[src/rtl/viterbi_obs_streamer.sv]
// Buffers one frame of host observation symbols, then replays it to a Viterbi decoder.
// Optional range checking of accepted symbols is compiled in with VITERBI_OBS_RANGE_CHECK_EN.
module viterbi_obs_streamer #(
  parameter int K  = 3,
  parameter int N  = 5,
  parameter int KW = $clog2(K),
  parameter int LW = $clog2(N + 1)
) (
  input  logic          clk,
  input  logic          rst_n,
  input  logic [KW-1:0] s_obs,
  input  logic          s_valid,
  input  logic          s_last,
  output logic          s_ready,
  output logic          start,
  output logic [LW-1:0] length,
  output logic [KW-1:0] obs_in,
  output logic          obs_valid,
  input  logic          dec_done,
  output logic          busy,
  output logic          err
);

  // state  | meaning
  // IDLE   | collecting symbols from the host into the buffer
  // START  | one-cycle frame-start pulse to the decoder
  // STREAM | replaying buffer[0..length-1], one symbol per cycle
  // WAIT   | frame handed over; waiting for the decoder to finish
  typedef enum logic [1:0] {IDLE, START, STREAM, WAIT} state_t;

  localparam int AW = (N > 1) ? $clog2(N) : 1;

  state_t        state, state_next;
  logic [KW-1:0] sym_mem [N];
  logic [LW-1:0] cnt, rd, cnt_inc;
  logic          hs, close, reject, last_rd;

  assign cnt_inc = cnt + LW'(1);
  assign hs      = s_valid & s_ready;
  assign close   = hs & (s_last | (cnt_inc == LW'(N)));
  assign last_rd = (rd == length - LW'(1));

`ifdef VITERBI_OBS_RANGE_CHECK_EN
  logic bad, sym_bad, err_q;

  assign sym_bad = hs & (32'(s_obs) >= K);
  // The offending symbol may be the closing one, so it counts alongside the sticky flag.
  assign reject  = close & (bad | sym_bad);
  assign err     = err_q;

  always_ff @(posedge clk or negedge rst_n) begin
    if (!rst_n) begin
      bad   <= 1'b0;
      err_q <= 1'b0;
    end else begin
      err_q <= reject;
      if (close)
        bad <= 1'b0;
      else if (sym_bad)
        bad <= 1'b1;
    end
  end
`else
  assign reject = 1'b0;
  assign err    = 1'b0;
`endif

  always_comb begin
    state_next = state;
    case (state)
      IDLE:    if (close) state_next = reject ? IDLE : START;
      START:   state_next = STREAM;
      STREAM:  if (last_rd) state_next = WAIT;
      WAIT:    if (dec_done) state_next = IDLE;
      default: state_next = IDLE;
    endcase
  end

  assign s_ready   = (state == IDLE) && (cnt < LW'(N));
  assign start     = (state == START);
  assign obs_valid = (state == STREAM);
  assign busy      = (state != IDLE);
  assign obs_in    = obs_valid ? sym_mem[rd[AW-1:0]] : '0;

  // Buffer contents survive reset; a discarded frame is simply overwritten.
  always_ff @(posedge clk) begin
    if (hs)
      sym_mem[cnt[AW-1:0]] <= s_obs;
  end

  always_ff @(posedge clk or negedge rst_n) begin
    if (!rst_n) begin
      state  <= IDLE;
      cnt    <= '0;
      rd     <= '0;
      length <= '0;
    end else begin
      state <= state_next;
      case (state)
        IDLE: begin
          if (hs)
            cnt <= reject ? '0 : cnt_inc;
          if (close && !reject)
            length <= cnt_inc;
        end
        START:  rd <= '0;
        STREAM: rd <= rd + LW'(1);
        WAIT: begin
          if (dec_done) begin
            cnt <= '0;
            rd  <= '0;
          end
        end
        default: ;
      endcase
    end
  end

endmodule
[config.mk]
export PLATFORM = sky130hd
export DESIGN_NAME = viterbi_obs_streamer
export DESIGN_NICKNAME = d
export VERILOG_FILES = /design/src/rtl/viterbi_obs_streamer.sv
export SDC_FILE = /design/constraint.sdc
export NUM_CORES = 1
export LEC_CHECK = 0
export CORE_MARGIN = 3
export CORE_UTILIZATION = 45
export CTS_CLUSTER_DIAMETER = 120
export CTS_CLUSTER_SIZE = 25
export DETAILED_ROUTE_END_ITERATION = 16
export PLACE_DENSITY_LB_ADDON = 0.3
export SYNTH_ARGS = -nofsm -noshare
export SYNTH_HDL_FRONTEND = slang
export SYNTH_SLANG_ARGS = --single-unit
[constraint.sdc]
create_clock -name clk -period 4.1 [get_ports clk]
set_clock_uncertainty 0.15 [all_clocks]
set_input_delay 0.82 -clock clk [delete_from_list [all_inputs] [get_ports clk]]
set_output_delay 0.82 -clock clk [all_outputs]
set_load 0.05 [all_outputs]
==> run_results.csv, run 1 <==
group,metric,value,unit
synthesis,synth_area,1150,um2
global_routing,antenna_found_initial,0,
floorplan,core,2320,um2
clock_tree,cts_tree,"built",
critical_path,critical_path_class,"flip-flop to primary output",
floorplan,dieArea,3200,um2
synthesis,ys.flop_type,"dfrtp_1",
clock_tree,cts_buffers,3,
synthesis,ys_top_cells_by_count,"nand2_1 (12), dfrtp_1 (11), edfxtp_1 (10)",
critical_path,cp.required,3.13,ns
synthesis,ys_seq_elements,21,
global_routing,grt_usage,13.9,%
sta,maxSlewHeadroom,60.5,%
cells_and_area,final_cell_area,1350,um2
synthesis,synth_edf_count,10,
cells_and_area,drive_above_1_share,11.3,%
synthesis,synth_area_leader_cell,"edfxtp_1",
clock_tree,cts_sinks,21,
critical_path,ff2ff_path_depth,4,
floorplan,pin_count,17,
hold_path,min_path_type,"flip-flop to flip-flop",
clock_tree,cts_resized,0,
critical_path,endpoint_kind,"primary output",
clock_tree,cts.path.max_buffers,2,
cells_and_area,num-fill-cells,204,
outcome,status,"finished, final reports clean",
sta,tightest_slew,0.584,ns
floorplan,fp.dieH,56.6,um
cells_and_area,diodes,0,
critical_path,worst_path_largest_cell_delay,0.69,ns
sta,period_share,77.9,%
critical_path,cp.depth,4,
global_routing,grt_pass1_vias,762,
clock_tree,postCtsSetupBuffers,0,
drt,drt-initial-drc-count,28,
drt,routed_wl,1970,um
sta,period_minus_slack,3.19,ns
placement,dpl_cell_area,1320,um2
placement,hpwl,1580,um
synthesis,postSynth.asyncResetShare,52.4,%
sta,finalSetupViolations,0,
critical_path,endpoint,"obs_in[1]",
global_routing,grt_pass1_wl,3420,um
synthesis,yosysSeqAreaShare,50.1,%
critical_path,r2r_end,"sym_mem[4][0]$_DFFE_PP_",
critical_path,crit_fanout,6,
clock_tree,clkTransAtPathRegs,0.12,ns
sta,fmax,0.313,GHz
synthesis,syn_avg_cell_area,11.6,um2
drt,ant_nets,0,
critical_path,cpLargestDelayFamily,"buffers and inverters",
critical_path,startpoint,"rd[0]$_DFFE_PN0P_",
global_routing,grt_max_degree,13,
synthesis,ys.warnings.count,0,
power_and_ir_drop,leakagePower,0.560,nW
job,max_cap_viol_count,0,
cells_and_area,area_growth,17.0,%
placement,place.gp.congestion,0.792,
clock_tree,clock_latency,0.30,ns
drt,drc,0,
critical_path,start_kind,"flip-flop",
critical_path,crit_buf_inv,1,
power_and_ir_drop,power_density,802,nW/um2
clock_tree,postCtsHoldBufs,0,
sta,rsz0062_at_grt,"false",
clock_tree,htree_levels,1,
global_routing,grt_overflow,0,
sta,slew_violations,0,
cells_and_area,nets,132,
synthesis,yosys-top-cells-area,"edfxtp_1 (26%), dfrtp_1 (24%), ha_1 (9.8%)",
drt,vias_per_cell,5.21,
sta,fin_setup_tns,0,ns
floorplan,rows,17,
drt,wl_per_cell,13.8,um
synthesis,synth_cells,99,
critical_path,r2r_setup_slack,1.92,ns
power_and_ir_drop,irDropWorstVdd,0.412,mV
synthesis,synth_cell_types,31,
critical_path,cp_cell_sequence,"mux4_2 > mux2i_1 > nor2b_1 > clkdlybuf4s50_1",
synthesis,yosysMostFrequentCell,"nand2_1",
synthesis,synth_nets,115,
sta,hold_viol,0,
synthesis,synth_top_area_share,26.1,%
critical_path,crit_slowest_cell,"clkdlybuf4s50_1",
floorplan,start_util,49.6,%
critical_path,r2r-start,"state[1]$_DFFE_PN0P_",
drt,via_count,745,
placement,portBuffers,15,
floorplan,dieWidth,56.6,um
critical_path,critical_path_arrival,2.22,ns
clock_tree,cts-root-buf,"clkbuf_4",
drt,dr.pass1.iters,4,
metrics by stage:
step | cells | hold slack [ns] | setup WS [ns] | utilization, % | power, W
after CTS | 143 | 0.436 | 0.891 | 58.0 | 0.00109
after global placement | 139 | 0.414 | 1.29 | 56.8 | 0.000969
after detailed placement | 139 | 0.408 | 1.24 | 56.8 | 0.000985
after global routing | 143 | 0.474 | 0.828 | 58.0 | 0.00117
after floorplan | 99 | 0.374 | 1.28 | - | 0.000821
final | 143 | 0.439 | 0.906 | 58.0 | 0.00108
logic make-up (layout without fill, tap and decap cells):
kind of cell    count (synthesis)  in the layout  synth area share (%)
compound gates                 14             14                  8.05
fa+ha+maj                       9              9                  9.79
flops                          21             21                  50.1
other cells                     1              1                 0.326
buf+inv                        10             26                  3.81
simple gates                   30             30                  13.7
xor+xnor                        6              6                  4.57
mux                             8              8                  9.68
report_power, final:
part / switching, W / internal, W
Combinational: 0.000366 / 0.000254
Clock: 0.0000644 / 0.0000364
Sequential: 0.0000775 / 0.000280
Total: 0.000508 / 0.000570
area by class of cell:
cell class	count	area (um2)	area share [%]
Timing Repair Buffer	15	150	11.2
Inverter	7	26.3	1.95
Multi-Input combinational cell	68	531	39.4
Sequential cell	21	576	42.8
Tap cell	28	35.0	2.60
Clock buffer	3	22.5	1.67
Clock inverter	1	5.00	0.372
placed cells by master, fill, tap and decap left out, drive strengths merged, types with 2 or more instances in the layout:
cell	n
clkbuf	3
clkdlybuf4s50	15
dfrtp	11
edfxtp	10
ha	9
inv	7
mux2	2
mux2i	4
mux4	2
nand2	12
nand2b	2
nand3	2
nor2	5
nor2b	3
nor4	2
o21ai	9
xnor2	5
worst reg2reg max path: stages, from the launching register on:
cell and delay (ns):
dfrtp_1 0.45, inv_1 0.12, ha_1 0.30, nand3_2 0.23, nor4b_1 0.60
flip-flops by register name (all words and copies together) (netlist names):
name and flops:
sym_mem 10, length 3, state 2, rd 3, cnt 3
worst min-delay path by stage:
stage	startpoint	to	slack, ns	cells after the start
6_report	length[2]$_DFFE_PN0P_	length[2]$_DFFE_PN0P_	0.44	1
3_5_place_dp	length[2]$_DFFE_PN0P_	length[2]$_DFFE_PN0P_	0.41	1
3_3_place_gp	length[2]$_DFFE_PN0P_	length[2]$_DFFE_PN0P_	0.41	1
4_1_cts	length[2]$_DFFE_PN0P_	length[2]$_DFFE_PN0P_	0.44	1
2_1_floorplan	rst_n	cnt[0]$_DFFE_PN0P_	0.37	0
5_1_grt	length[2]$_DFFE_PN0P_	length[2]$_DFFE_PN0P_	0.47	1
routing by layer:
layer | part of all wire, % | vias to the layer above | routed length, um | GRT usage [%]
li1 | - | 374 | - | -
met1 | 48 | 350 | 945 | 18.5
met2 | 46 | 19 | 902 | 21.6
met3 | 5.4 | 2 | 107 | 4.37
met4 | 0.51 | 0 | 10 | 3.73
met5 | 0 | - | 0 | 0
Power figures use the tool's default switching activity.
==> run 2: changes to the inputs <==
clock period = 3.1 ns   (was 4.1 ns; I/O delays follow)
==> results of run 2 <==
The final DEF is identical to that of run 1. Status: finished, final reports clean.
Main changes from that run: setup slack after placement 1.24 ns -> 0.443 ns; setup slack after layout 0.906 ns -> 0.106 ns; register-to-register setup slack 1.92 ns -> 0.92 ns; total power 0.00108 W -> 0.00143 W; worst IR drop on VDD 0.412 mV -> 0.546 mV
